--- src/rtl/pwm_pkg.sv ---
// Shared definitions for the PWM bank: register field codes and phase arithmetic.
// Latency: none (package only).
// Backpressure: none (package only).
package pwm_pkg;

    localparam logic [1:0] FIELD_DUTY   = 2'd0;
    localparam logic [1:0] FIELD_OFFSET = 2'd1;
    localparam logic [1:0] FIELD_PERIOD = 2'd2;

    // Widest supported counter; callers zero-extend into wide_t and truncate the result.
    localparam int MAX_W = 32;
    typedef logic [MAX_W:0] wide_t;

    // Modular distance from the channel's offset to the counter within one period.
    // The extra bit keeps cnt + period + 1 from overflowing when period is all ones.
    function automatic wide_t phase_sub(input wide_t cnt, input wide_t off, input wide_t per);
        if (cnt >= off) begin
            return cnt - off;
        end
        return cnt + per + wide_t'(1) - off;
    endfunction

endpackage

--- src/rtl/pwm_channel.sv ---
// One PWM channel: double-buffered duty/offset and raw waveform from the shared counter.
// Latency: raw is combinational from cnt and the shadow registers.
// Backpressure: none; writes are always accepted, loads happen on the shared strobe.
module pwm_channel
    import pwm_pkg::*;
#(
    parameter int WIDTH = 8
) (
    input  logic             clk,
    input  logic             rst_n,
    input  logic             wr_duty,
    input  logic             wr_off,
    input  logic [WIDTH-1:0] wr_data,
    input  logic             load,
    input  logic [WIDTH-1:0] cnt,
    input  logic [WIDTH-1:0] period_sh,
    output logic             raw
);

    localparam int W1 = WIDTH + 1;

    logic [WIDTH-1:0] duty_stg_q, duty_stg_d;
    logic [WIDTH-1:0] duty_sh_q,  duty_sh_d;
    logic [WIDTH-1:0] off_stg_q,  off_stg_d;
    logic [WIDTH-1:0] off_sh_q,   off_sh_d;
    logic [WIDTH-1:0] off_eff;
    logic [W1-1:0]    phase;

    // Staging takes writes immediately; shadows copy staging only on the load strobe.
    always_comb begin
        duty_stg_d = duty_stg_q;
        off_stg_d  = off_stg_q;
        duty_sh_d  = duty_sh_q;
        off_sh_d   = off_sh_q;
        if (wr_duty) duty_stg_d = wr_data;
        if (wr_off)  off_stg_d  = wr_data;
        if (load) begin
            duty_sh_d = duty_stg_q;
            off_sh_d  = off_stg_q;
        end
    end

    // Register state; reset clears both buffers.
    always_ff @(posedge clk or negedge rst_n) begin
        if (!rst_n) begin
            duty_stg_q <= '0;
            duty_sh_q  <= '0;
            off_stg_q  <= '0;
            off_sh_q   <= '0;
        end else begin
            duty_stg_q <= duty_stg_d;
            duty_sh_q  <= duty_sh_d;
            off_stg_q  <= off_stg_d;
            off_sh_q   <= off_sh_d;
        end
    end

    // Offsets beyond the period fall back to zero; high while phase is below duty.
    always_comb begin
        off_eff = (off_sh_q <= period_sh) ? off_sh_q : '0;
        phase   = W1'(phase_sub(wide_t'(cnt), wide_t'(off_eff), wide_t'(period_sh)));
        raw     = (phase < {1'b0, duty_sh_q});
    end

endmodule

--- src/rtl/pwm_bank.sv ---
// N-channel PWM bank on one shared period counter with double-buffered settings and gating.
// Latency: pwm_out/period_start registered, one cycle after the counter value producing them.
// Backpressure: none; one register write accepted every cycle, out-of-range writes dropped.
module pwm_bank
    import pwm_pkg::*;
#(
    parameter int               CHANNELS   = 4,
    parameter int               WIDTH      = 8,
    parameter int               CH_W       = (CHANNELS > 1) ? $clog2(CHANNELS) : 1,
    parameter logic [WIDTH-1:0] RST_PERIOD = {WIDTH{1'b1}}
) (
    input  logic                clk,
    input  logic                rst_n,
    input  logic                enable,
    input  logic                wr_en,
    input  logic [1:0]          wr_field,
    input  logic [CH_W-1:0]     wr_ch,
    input  logic [WIDTH-1:0]    wr_data,
    input  logic [CHANNELS-1:0] gate_mask,
    output logic [CHANNELS-1:0] pwm_out,
    output logic                period_start
);

    logic [WIDTH-1:0]    cnt_q, cnt_d;
    logic [WIDTH-1:0]    period_stg_q, period_stg_d;
    logic [WIDTH-1:0]    period_sh_q, period_sh_d;
    logic [CHANNELS-1:0] pwm_out_q, pwm_out_d;
    logic                period_start_q, period_start_d;
    logic                boundary;
    logic                load;
    logic [CHANNELS-1:0] raw;

    assign boundary = enable && (cnt_q == period_sh_q);
    // While idle the shadows track staging so the first enabled cycle uses fresh settings.
    assign load     = boundary || !enable;

    genvar gi;
    generate
        for (gi = 0; gi < CHANNELS; gi++) begin : g_ch
            pwm_channel #(.WIDTH(WIDTH)) u_ch (
                .clk       (clk),
                .rst_n     (rst_n),
                .wr_duty   (wr_en && (wr_field == FIELD_DUTY)   && (wr_ch == CH_W'(gi))),
                .wr_off    (wr_en && (wr_field == FIELD_OFFSET) && (wr_ch == CH_W'(gi))),
                .wr_data   (wr_data),
                .load      (load),
                .cnt       (cnt_q),
                .period_sh (period_sh_q),
                .raw       (raw[gi])
            );
        end
    endgenerate

    // Counter, period buffering, gating and output staging.
    always_comb begin
        cnt_d          = '0;
        period_stg_d   = period_stg_q;
        period_sh_d    = period_sh_q;
        pwm_out_d      = '0;
        period_start_d = 1'b0;
        if (enable && !boundary) cnt_d = cnt_q + WIDTH'(1);
        if (wr_en && (wr_field == FIELD_PERIOD)) period_stg_d = wr_data;
        if (load) period_sh_d = period_stg_q;
        if (enable) begin
            for (int i = 0; i < CHANNELS; i++) begin
                pwm_out_d[i] = raw[i] & (gate_mask[i] ? raw[0] : 1'b1);
            end
            period_start_d = (cnt_q == '0);
        end
    end

    // State registers; reset restarts the period from zero with default period.
    always_ff @(posedge clk or negedge rst_n) begin
        if (!rst_n) begin
            cnt_q          <= '0;
            period_stg_q   <= RST_PERIOD;
            period_sh_q    <= RST_PERIOD;
            pwm_out_q      <= '0;
            period_start_q <= 1'b0;
        end else begin
            cnt_q          <= cnt_d;
            period_stg_q   <= period_stg_d;
            period_sh_q    <= period_sh_d;
            pwm_out_q      <= pwm_out_d;
            period_start_q <= period_start_d;
        end
    end

    assign pwm_out      = pwm_out_q;
    assign period_start = period_start_q;

endmodule
--- config.mk ---
export PLATFORM = sky130hd
export DESIGN_NAME = pwm_bank
export DESIGN_NICKNAME = d
export VERILOG_FILES = /design/src/rtl/pwm_pkg.sv /design/src/rtl/pwm_channel.sv /design/src/rtl/pwm_bank.sv
export SDC_FILE = /design/constraint.sdc
export NUM_CORES = 1
export LEC_CHECK = 0
export BUFFER_PORTS_ARGS = -buffer_cell sky130_fd_sc_hd__buf_4
export CAP_MARGIN = 30
export CELL_PAD_IN_SITES_DETAIL_PLACEMENT = 0
export CELL_PAD_IN_SITES_GLOBAL_PLACEMENT = 1
export CORE_ASPECT_RATIO = 1.1
export CORE_MARGIN = 5
export CORE_UTILIZATION = 55
export DETAILED_ROUTE_END_ITERATION = 12
export PLACE_DENSITY_LB_ADDON = 0.05
export SYNTH_ARGS = -nofsm -noshare
export SYNTH_HDL_FRONTEND = slang
export SYNTH_SLANG_ARGS = --single-unit
--- constraint.sdc ---
create_clock -name clk -period 9.8 [get_ports clk]
set_input_delay 0.98 -clock clk [delete_from_list [all_inputs] [get_ports clk]]
set_output_delay 0.98 -clock clk [all_outputs]
set_load 0.02 [all_outputs]
==> results, run 1 <==
- The run finished with clean final reports.
- The post-cts resize count is 0.
- The overall overflow remaining after global route is 0.
- When the netlist entered floorplanning its net count stood at 1226.
- The number of global-route vias before repair is 7619.
- Cells fill 61.6% of the core in the end.
- The register bit total from synthesis is 157.
- Setup repair after global routing left no endpoint under its margin.
- The cell area after technology mapping is 10700 µm².
- The number of diodes is 0.
- Dividing the detail-routed via count by the number of cells gives 5.83.
- The number of max-slew violations in the final report is 0.
- For the finished layout, the period the worst path requires is 5.97 ns.
- The worst setup path is of the reg -> reg kind.
- From bottom edge to top edge, the die measures 157 µm.
- The overall track demand over capacity in global routing is 24.8%.
- The filler cells instantiated in the layout total 1648.
- The class of the tightest hold or removal check is reg -> reg.
- The cell with the largest stage delay on the worst path is dfstp_2.
- By area the synthesized netlist is led by dfrtp_1, ha_1, mux2_2, o21ai_0, dfstp_2.
- The post-synthesis average cell area is 10.1 µm².
- After detailed routing, the number of remaining DRC violations is 0.
- Clock-pin slew was measured on the worst setup and hold paths at 0.07 ns.
- In the finished design, the share of the clock period the worst path needs comes to 60.9%.
- The final design instance area without fill is 11800 µm².
- The layout overhead on the synthesized area is 9.90%.
- In this run switching power makes up 42.4% of total power.
- The fraction of post-synthesis cell area in the top cell type by area is 32.9%.
- Routability-driven placement finished with a final weighted congestion of 0.856.
- The internal portion of the total power is 2.34 mW.
- The max-slew headroom at the worst pin is 30.1%.
- The type of element capturing the critical path is a flip-flop.
- The number of nets in the layout is 1250.
- For this design the ratio of total power to cell area is 344 nW/µm².
- The first global-routing pass estimated 42100 µm of wire.
- Combinational logic is responsible for 60.3% of the overall power.
- The number of enable-type register cells in the synthesized netlist is 0.
- Of the synthesized area, sequential elements account for 36.8%.
- The floorplan has 53 rows.
- The number of antenna violations at the first check in global routing is 0.
- The number of failing hold endpoints at the final stage is 0.
- The share of flip-flops with an asynchronous set or reset after synthesis is 100%.
- Once layout is complete, the cells apart from fillers number 1346.
- The placement-stage worst setup slack is 3.81 ns.
- The share of power burned in the clock network is 17.4%.
- The tool flagged a number of max-cap violations equal to 0.
- The number of distinct library cells after synthesis is 64.
- The maximum ir drop on the vdd rail is 0.167 mV.
- At the later pin of the worst-skew pair, clock insertion delay measures 0.43 ns.
- The final hold slack is 0.466 ns.
- The number of clock buffers inserted by TritonCTS is 17.
- Entering global routing, the biggest net connects 91 pins.
- The buffers plus inverters on the worst setup path is 2.
- For this design, the sink count on the clock tree is 157.
- The placement-stage cell area is 11200 µm².
- The Yosys warning count is 0.
- The minimum setup slack in the final design is 3.83 ns.
- The final worst clock skew is 0.0110 ns.
- The dominant synthesized flop cell is dfrtp_1.
- The final wirelength is 26600 µm.
- The arrival time of data at the critical path endpoint is 6.28 ns.
- The overall power consumption is 4.06 mW.
- The detail route stage leaves a number of antenna-violating nets equal to 0.
- The part of the total power dissipated in sequential elements is 22.3%.
- The detailed router finished its first iteration with 458 violations.
- Summed over all cells, the static leakage comes to 5.50 nW.
- The largest total area in the synthesized netlist belongs to dfrtp_1.
- The detailed placer's ending HPWL is 18700 µm.
- TritonCTS built the clock tree.
- At the pin with the least slew margin, the transition time is 1.05 ns.
- The number of setup buffers added after CTS is 0.
- The net load switching power is 1.72 mW.
- The number of port buffers is 23.
- The horizontal die dimension is 143 µm.
- For this configuration, the core starts out at a cell density of 56.0%.
- The total vias in the final route is 7850.
- The die covers 22400 µm².
- The fraction of layout instances using a drive strength above 1 is 17.5%.
- In the post-synthesis netlist, the cell with the most instances is dfrtp_1.
- The level count of the clock H-tree is 4.
- The number of instances in the synthesized netlist is 1063.
- The data required time at the worst endpoint is 10.11 ns.
- The root cell of the clock tree is clkbuf_16.
- The buffer depth of the longest clock path is 2.
- The family of cells with the greatest summed delay on the critical path is compound AO/OA/AOI/OAI gates.
- The register area is 3950 µm².
- In this design, the stage delay of the slowest critical-path cell is 0.53 ns.
- The placeable core area is 19200 µm².
- The signal on the critical path passes through inv_1 > ha_1 > nor2b_1 > o21a_1 > o21a_1 > o21a_1 > o21bai_1 > a22o_1 > nand2_1 > ha_1 > a21o_1 > a21oi_1 > o211a_1 > inv_2 > o31ai_1 > ha_1 > and4_1 > a221oi_1 > o21ai_0 > a21oi_2 > o211ai_2 > a2111oi_2.
- The commonest cells after synthesis are dfrtp_1, ha_1, mux2_2.
- Derived from the worst setup path, the maximum achievable clock frequency is 0.168 GHz.
- The maximum fanout along the worst path is 9.
- The final setup TNS is 0 ns.
- Setup violations remaining at the end of the flow were counted as 0.
- The detailed-routing iteration count for the pre-antenna-repair pass is 7.
- The I/O pin count is 25.
- The average wire per standard cell is 19.8 µm.
- The combined area of the multi-input logic cells is 6460 µm².
- The kind of start point of the critical path is a flip-flop.
- The number of buffers inserted by hold repair at cts is 0.
- The cell count after placement is 1315.
placed cells by master, fill, tap and decap left out, types with 6 or more instances in the layout:
master and instances:
a211oi_1 11, a21o_1 26, a21oi_1 51, a22o_1 10
and2_1 6, buf_4 27, clkbuf_16 17, dfrtp_1 141
dfstp_2 16, fa_1 9, ha_1 134, inv_1 62
mux2_2 104, nand2_1 88, nand2b_1 15, nand3_1 22
nand4_1 17, nor2_1 48, nor2b_1 27, nor3_1 14
o21a_1 17, o21ai_0 92, o21bai_1 8, xnor2_1 29
xor2_1 21
path summary, 6_finish.rpt:
kind,from,end,slack (ns),cells after the start
worst max-delay path,period_sh_q[1],pwm_out[3],3.83,22
worst min-delay path,g_ch[1].u_ch.duty_stg_q[3],g_ch[1].u_ch.duty_sh_q[3],0.47,2
worst max register to register,period_sh_q[1],pwm_out[3],3.83,22
worst min register to register,g_ch[1].u_ch.duty_stg_q[3],g_ch[1].u_ch.duty_sh_q[3],0.47,2
max in group asynchronous,rst_n,g_ch[3].u_ch.duty_stg_q[0],7.83,2
min in group asynchronous,rst_n,pwm_out[1],0.60,1
state kept, by name (all words and copies together), names as in the netlist:
name,cells
cnt_q,8
g_ch.u_ch.duty_sh_q,32
g_ch.u_ch.duty_stg_q,32
g_ch.u_ch.off_sh_q,32
g_ch.u_ch.off_stg_q,32
period_sh_q,8
period_start,1
period_stg_q,8
pwm_out,4
worst min-delay path: cells and delay by family, from the launching register on:
family             cells  cell delay (ns)
AOI/OAI and AO/OA      1             0.06
DFF                    1             0.34
and+or+nand+nor        1             0.05
layout make-up:
class	count	share of cell area (%)
clock buffer	21	3.90
clock inverter	10	1.38
inverter	63	2.00
multi-input combinational	820	54.8
sequential	157	33.5
tap	247	2.62
timing repair buffer	28	1.81
cell families after synthesis:
| group | count (synthesis) | synth area share [%] |
|---|---|---|
| compound gates | 258 | 15.5 |
| xor+xnor | 50 | 4.08 |
| fa+ha+maj | 143 | 17.3 |
| buf+inv | 86 | 3.05 |
| flops | 157 | 36.8 |
| mux | 109 | 11.5 |
| simple gates | 260 | 11.8 |
per-layer routing:
metal,up-vias,wire [µm],global-route usage [%]
met1,3841,13000,35.4
met2,96,12400,40.0
met4,0,499,7.20
li1,3886,-,-
met5,-,0,0
met3,27,733,2.87
power groups by stage:
stage,Clock [mW],Sequential [mW],Combinational (mW)
3_3_place_gp,0,0.909,2.41
2_1_floorplan,0,0.884,1.90
5_1_grt,0.745,0.922,2.79
4_1_cts,0.715,0.904,2.46
6_report,0.708,0.905,2.45
3_5_place_dp,0,0.915,2.44
Power figures use the tool's default switching activity.
==> inputs of run 2 (changes only) <==
Settings changed: CORE_UTILIZATION 55 to 51.
Clock period 9.8 ns to 6 ns, I/O delays scaled along.
==> run 2 against run 1 <==
Effect of this change: wire length grew 5.8%; core utilization shrank 3.8 points; via count grew 1.4%; highest routed layer unchanged.
==> results, run 2 (synthesis gave the netlist of run 1 again) <==
- Outcome: completed (unchanged).
- The time the final worst path needs with I/O delays and setup is 5.57 ns (was 5.97 ns).
- The level count of the clock H-tree is 4 (unchanged).
- The max-slew headroom at the worst pin is 34.9% (was 30.1%).
- The wire length of the first global-routing pass is 44500 µm (was 42100 µm).
- The number of buffers inserted by hold repair at cts is 0 (unchanged).
- The kind of start point of the critical path is a flip-flop (unchanged).
- The clock latency reported for the late side of the worst-skew pair is 0.43 ns (about the same).
- The starting utilization of the core area came to 52.0% (was 56.0%).
- The number of nets in the layout is 1268 (was 1250).
- Highest-count cells in the layout ignoring fill and taps: dfrtp_1, ha_1, mux2_2, o21ai_0, nand2_1 (unchanged).
- The number of max-cap violations is 0 (unchanged).
- The final setup TNS is 0 ns (unchanged).
- The largest net degree at the start of global routing came to 73 (was 91).
- The die extent in y is 162 µm (was 157 µm).
- The total DRC errors in the routed layout was 0 (unchanged).
- The final setup violation count came to 0 (unchanged).
- The reg2reg setup slack is 0.43 ns (was 3.83 ns).
- The layer with the highest usage is met2 (unchanged).
- The number of failing hold endpoints at the final stage was 0 (unchanged).
- The total vias in the final route was 7961 (was 7850).
- The final weighted congestion in routability-driven placement came to 0.866 (was 0.856).
- The overall track demand over capacity in global routing was 24.3% (was 24.8%).
- The global routing met3 resource utilization was 3.60% (was 2.87%).
- The data required time at the worst endpoint came to 6.31 ns (was 10.11 ns).
- The final design instance area without fill is 11900 µm² (was 11800 µm²).
- The antenna violation net count after detailed routing is 0 (unchanged).
- The post-cts resize count was 0 (unchanged).
- The average wire per standard cell is 20.5 µm (was 19.8 µm).
- The maximum fanout along the worst path was 15 (was 9).
- The root cell of the clock tree is clkbuf_16 (unchanged).
- The clock input transition at the sequential cells of the worst setup and hold paths is 0.07 ns (about the same).
- The number of DRC markers in iteration 0 is 361 (was 458).
- The most common library cell in the layout ignoring fill and taps is dfrtp_1 (unchanged).
- The class of the tightest hold or removal check is in -> async (was reg -> reg).
- The post-CTS setup-driven buffer insertion count is 0 (unchanged).
- The fraction of layout instances using a drive strength above 1 was 19.1% (was 17.5%).
- The number of antenna violations at the first check in global routing is 0 (unchanged).
- Unrepaired setup endpoints after global routing: false (unchanged).
- The final wirelength is 28200 µm (was 26600 µm).
- The I/O pin count is 25 (unchanged).
- The category of the critical setup timing path was reg -> reg (unchanged).
- The met1 layer usage reported by global route is 34.4% (was 35.4%).
- The overall overflow remaining after global route came to 0 (unchanged).
- The type of element capturing the critical path is a flip-flop (unchanged).
- The arrival time of data at the critical path endpoint is 5.88 ns (was 6.28 ns).
- The buffer depth of the longest clock path is 2 (unchanged).
- Cells along the critical path: inv_1 > buf_4 > ha_1 > nor2b_1 > o21a_1 > o21a_1 > o21a_1 > o21bai_1 > a22o_1 > nand2_1 > ha_1 > nor2b_1 > o31a_1 > o31a_1 > nor2_2 > a211oi_1 > a22o_1 > ha_1 > a211oi_1 > nand4_1 > a2bb2oi_1 > a2111oi_2 (was inv_1 > ha_1 > nor2b_1 > o21a_1 > o21a_1 > o21a_1 > o21bai_1 > a22o_1 > nand2_1 > ha_1 > a21o_1 > a21oi_1 > o211a_1 > inv_2 > o31ai_1 > ha_1 > and4_1 > a221oi_1 > o21ai_0 > a21oi_2 > o211ai_2 > a2111oi_2).
- The areal power density over the cells was 557 nW/µm² (was 344 nW/µm²).
- The placeable core area is 20600 µm² (was 19200 µm²).
- The placement-stage cell area came to 11300 µm² (was 11200 µm²).
- The via density per instance is 5.79 (was 5.83).
- The number of cell rows is 55 (was 53).
- The detailed placer's ending HPWL is 19900 µm (was 18700 µm).
- The number of max-slew violations in the final report is 0 (unchanged).
- The horizontal die dimension is 148 µm (was 143 µm).
- The number of diodes was 0 (unchanged).
- The TritonCTS clock tree is yes (unchanged).
- The final worst clock skew came to 0.0175 ns (was 0.0110 ns).
- The transition time of the tightest slew-check pin is 0.974 ns (was 1.05 ns).
- The maximum ir drop on the vdd rail is 0.209 mV (was 0.167 mV).
- The standby leakage power is 5.57 nW (was 5.50 nW).
- The number of global-route vias before repair was 7903 (was 7619).
- The met2 usage came to 38.4% (was 40.0%).
- The maximum achievable frequency is 0.179 GHz (was 0.168 GHz).
- The clock sink total came to 157 (unchanged).
- The cell with the largest stage delay on the worst path is dfstp_2 (unchanged).
- The detailed-routing iteration count for the pre-antenna-repair pass was 4 (was 7).
- The number of port buffers was 23 (unchanged).
- The overall die area is 24100 µm² (was 22400 µm²).
- The largest stage delay on the critical path is 0.53 ns (about the same).
- The share of the cycle needed by the critical path after routing is 92.9% (was 60.9%).
- The number of clock buffers inserted by TritonCTS came to 17 (unchanged).
- The layout overhead on the synthesized area is 11.2% (was 9.90%).
-- run 2: changes by cell type in the layout (fill, tap and decap cells not counted), sizes merged --
| cell | change |
|---|---|
| bufinv | -3 |
| clkinvlp | +2 |
| inv | +5 |
| buf | +18 |
| clkbuf | -3 |
-- run 2: critical path, delay by kind of cell, from the launching register on --
| kind | cells | cell delay [ns] |
|---|---|---|
| simple gates | 5 | 1.08 |
| compound gates | 12 | 2.72 |
| fa+ha+maj | 3 | 0.92 |
| flops | 1 | 0.53 |
| buf+inv | 2 | 0.22 |
-- run 2: layout make-up --
cell class	instances	area, µm²
inverter	63	236
clock inverter	14	151
multi-input combinational	820	6470
timing repair buffer	46	369
tap	256	320
fill	1838	8710
sequential	157	3950
clock buffer	18	439
-- run 2: worst paths after layout --
kind,from,end,cells past startpoint
worst max-delay path,period_sh_q[1],pwm_out[3],22
min in group clk,gate_mask[1],pwm_out[1],2
max in group asynchronous,rst_n,g_ch[3].u_ch.duty_sh_q[5],2
worst max register to register,period_sh_q[1],pwm_out[3],22
worst min register to register,g_ch[1].u_ch.duty_stg_q[2],g_ch[1].u_ch.duty_sh_q[2],2
worst min-delay path,rst_n,pwm_out[1],1
-- run 2: through the flow --
step	hold WS [ns]	util [%]	setup WS [ns]	power [mW]	std cells
detailed placement	0.462	54.9	0.448	5.54	1341
global route	0.0431	57.8	0.00113	7.31	1374
CTS	0.0342	57.8	0.388	6.68	1373
finish	0.0435	57.8	0.427	6.64	1374
global placement	0.451	54.8	0.493	5.49	1340
floorplan	0.304	-	1.06	4.54	1063
-- run 2: routing by layer --
| metal | part of all wire [%] | vias to the layer above | wire length [µm] |
|---|---|---|---|
| met3 | 3.9 | 40 | 1100 |
| met5 | 0 | - | 0 |
| met2 | 45 | 153 | 12600 |
| met1 | 49 | 3847 | 13700 |
| met4 | 2.6 | 0 | 728 |
| li1 | - | 3921 | - |
-- run 2: power by group --
part           switching, mW  internal [mW]  leakage (nW)
registers              0.163           1.32          1.93
logic                   2.23           1.84          3.37
clock network          0.489          0.598         0.277
==> inputs of run 3 (changes only) <==
Settings changed: BUFFER_PORTS_ARGS -buffer_cell sky130_fd_sc_hd__buf_4 to -buffer_cell sky130_fd_sc_hd__clkbuf_2.
==> run 3 against run 2 <==
Effect of this change: sequential power about the same; count of clock-buffer cells in the layout stayed put; sequential share of layout area grew 0.15 points; core utilization fell by 0.25 points; critical path type unchanged; critical path depth increased by 4; first-iteration DRC count up 42%; critical endpoint is now pwm_out[2].
==> results, run 3 (synthesis gave the netlist of run 1 again) <==
- Unrepaired setup endpoints after global routing: false (unchanged).
- The number of cell rows is 55 (unchanged).
- The TritonCTS clock tree is yes (unchanged).
- The final worst clock skew is 0.0223 ns (was 0.0175 ns).
- The antenna violation net count after detailed routing came to 0 (unchanged).
- The fill cell total of the finished layout is 1889 (was 1838).
- The standby leakage power is 5.56 nW (was 5.57 nW).
- The number of failing hold endpoints at the final stage was 0 (unchanged).
- The endpoint of the most critical setup path is pwm_out[2] (was pwm_out[3]).
- The time the final worst path needs with I/O delays and setup is 5.66 ns (was 5.57 ns).
- The clock input transition at the sequential cells of the worst setup and hold paths came to 0.08 ns (was 0.07 ns).
- The number of buffers inserted by hold repair at cts is 0 (unchanged).
- The number of antenna violations at the first check in global routing is 1 (was 0).
- The category of the critical setup timing path is reg -> reg (unchanged).
- The overall track demand over capacity in global routing is 24.2% (was 24.3%).
- The kind of start point of the critical path is a flip-flop (unchanged).
- The number of global-route vias before repair is 7889 (was 7903).
- The reg2reg setup slack is 0.34 ns (was 0.43 ns).
- The number of diodes is 0 (unchanged).
- The number of max-cap violations is 0 (unchanged).
- The number of max-slew violations in the final report is 0 (unchanged).
- The buffer depth of the longest clock path is 2 (unchanged).
- The via density per instance is 5.80 (was 5.79).
- The arrival time of data at the critical path endpoint is 5.99 ns (was 5.88 ns).
- The final wirelength is 28000 µm (was 28200 µm).
- The layer with the highest usage is met2 (unchanged).
- The number of DRC markers in iteration 0 is 512 (was 361).
- The post-CTS setup-driven buffer insertion count is 0 (unchanged).
- The class of the tightest hold or removal check is in -> async (unchanged).
- The number of port buffers is 23 (unchanged).
- The clock sink total is 157 (unchanged).
- The final setup violation count is 0 (unchanged).
- The final weighted congestion in routability-driven placement came to 0.838 (was 0.866).
- The met1 layer usage reported by global route is 34.9% (was 34.4%).
- The largest net degree at the start of global routing is 93 (was 73).
- The type of element capturing the critical path is a flip-flop (unchanged).
- The detailed-routing iteration count for the pre-antenna-repair pass was 5 (was 4).
- The worst-case reg-to-reg path depth is 26 (was 22).
- The net load switching power came to 2.92 mW (was 2.88 mW).
- The share of power burned in the clock network is 16.9% (was 16.4%).
- The startpoint of the most critical setup path is period_sh_q[1] (unchanged).
- The post-cts resize count is 0 (unchanged).
- The maximum fanout along the worst path is 9 (was 15).
- The met2 usage is 38.5% (was 38.4%).
- The internal portion of total power is 3.78 mW (was 3.76 mW).
- The I/O pin count is 25 (unchanged).
- The die extent in y is 162 µm (unchanged).
- The max-slew headroom at the worst pin was 31.7% (was 34.9%).
- The clock latency reported for the late side of the worst-skew pair was 0.43 ns (about the same).
- The areal power density over the cells is 564 nW/µm² (was 557 nW/µm²).
- The detailed placer's ending HPWL was 20000 µm (was 19900 µm).
- Outcome: completed (unchanged).
- The reg-to-reg endpoint is pwm_out[2] (was pwm_out[3]).
- The total DRC errors in the routed layout was 0 (unchanged).
- The overall overflow remaining after global route is 0 (unchanged).
- The global routing met3 resource utilization is 3.04% (was 3.60%).
- The maximum achievable frequency is 0.177 GHz (was 0.179 GHz).
- The fraction of layout instances using a drive strength above 1 is 19.1% (about the same).
- Highest-count cells in the layout ignoring fill and taps: dfrtp_1, ha_1, mux2_2, o21ai_0, nand2_1 (unchanged).
- The transition time of the tightest slew-check pin was 1.02 ns (was 0.974 ns).
- The level count of the clock H-tree is 4 (unchanged).
- The data required time at the worst endpoint was 6.33 ns (was 6.31 ns).
- The placeable core area is 20600 µm² (unchanged).
- The layout overhead on the synthesized area came to 10.7% (was 11.2%).
- The placement-stage cell area was 11300 µm² (about the same).
- The average wire per standard cell is 20.4 µm (was 20.5 µm).
- The most common library cell in the layout ignoring fill and taps is dfrtp_1 (unchanged).
- The wire length of the first global-routing pass is 44700 µm (was 44500 µm).
- The reg-to-reg critical path startpoint is period_sh_q[1] (unchanged).
- The total vias in the final route was 7951 (was 7961).
- The final hold slack is 0.260 ns (was 0.0435 ns).
- The overall power consumption is 6.70 mW (was 6.64 mW).
- The starting utilization of the core area is 52.0% (unchanged).
- The fraction of power spent switching nets came to 43.5% (was 43.4%).
- The combinational share of power is 60.9% (was 61.3%).
- The final design instance area without fill is 11900 µm² (about the same).
- The number of nets in the layout came to 1266 (was 1268).
- The final setup TNS came to 0 ns (unchanged).
- The overall die area is 24100 µm² (unchanged).
- The horizontal die dimension is 148 µm (unchanged).
- The number of clock buffers inserted by TritonCTS is 17 (unchanged).
- The root cell of the clock tree was clkbuf_16 (unchanged).
- The maximum ir drop on the vdd rail is 0.223 mV (was 0.209 mV).
- The part of the total power dissipated in sequential elements was 22.2% (was 22.4%).
- The share of the cycle needed by the critical path after routing was 94.3% (was 92.9%).
-- run 3: cell types whose count changed in the layout (fill, tap and decap cells not counted), sizes merged --
cell and change:
clkinv +1, buf -24, clkinvlp -2, clkbuf +22, bufinv +1
-- run 3: cell type report --
cell class / count / area, µm² / area share, %
tap: 256 / 320 / 2.70
inverter: 63 / 236 / 1.99
multi-input combinational: 820 / 6470 / 54.5
sequential: 157 / 3950 / 33.2
clock inverter: 14 / 178 / 1.50
timing repair buffer: 44 / 292 / 2.45
clock buffer: 18 / 429 / 3.61
-- run 3: power groups by stage --
stage	sequential (mW)	combinational (mW)	clock (mW)
5_1_grt	1.51	4.64	1.19
3_3_place_gp	1.49	4.00	0
2_1_floorplan	1.44	3.10	0
3_5_place_dp	1.50	4.04	0
6_report	1.49	4.08	1.13
4_1_cts	1.48	4.08	1.15
-- run 3: layer usage --
| layer | wire, µm | vias up | share of wire (%) |
|---|---|---|---|
| met5 | 0 | - | 0 |
| met4 | 673 | 0 | 2.4 |
| met3 | 1170 | 36 | 4.2 |
| met2 | 12700 | 155 | 45 |
| met1 | 13500 | 3838 | 48 |
| li1 | - | 3922 | - |
-- run 3: critical path, cell delays in order, from the launching register on --
cell and delay [ns]:
dfstp_2 0.53, inv_1 0.05, buf_4 0.17, ha_1 0.31
nor2b_1 0.13, o21a_1 0.16, o21a_1 0.17, o21a_1 0.17
o21bai_1 0.12, a22o_1 0.33, and2_1 0.21, ha_1 0.17
inv_1 0.06, fa_1 0.42, a21o_1 0.20, a21oi_1 0.27
o21bai_1 0.11, a21oi_1 0.18, xor2_1 0.15, o21ai_0 0.11
ha_1 0.30, a21o_1 0.16, a211oi_1 0.33, nor2b_1 0.23
o22ai_1 0.10, mux2_2 0.26, a211oi_1 0.16
-- run 3: worst min path at each step --
stage	startpoint	end	slack, ns	cells after the start
5_1_grt	gate_mask[1]	pwm_out[1]	0.33	2
6_report	rst_n	g_ch[1].u_ch.duty_sh_q[6]	0.26	1
2_1_floorplan	rst_n	cnt_q[0]	0.30	0
3_3_place_gp	g_ch[0].u_ch.duty_stg_q[0]	g_ch[0].u_ch.duty_sh_q[0]	0.46	2
3_5_place_dp	g_ch[3].u_ch.duty_stg_q[4]	g_ch[3].u_ch.duty_sh_q[4]	0.46	2
4_1_cts	rst_n	g_ch[1].u_ch.duty_sh_q[6]	0.30	1
-- run 3: per-stage QoR --
stage          setup slack, ns  cells  util (%)
6_report                 0.341   1372      57.5
2_1_floorplan             1.06   1063         -
5_1_grt                0.00502   1372      57.5
3_3_place_gp             0.399   1339      54.5
4_1_cts                  0.348   1372      57.5
3_5_place_dp             0.366   1340      54.6
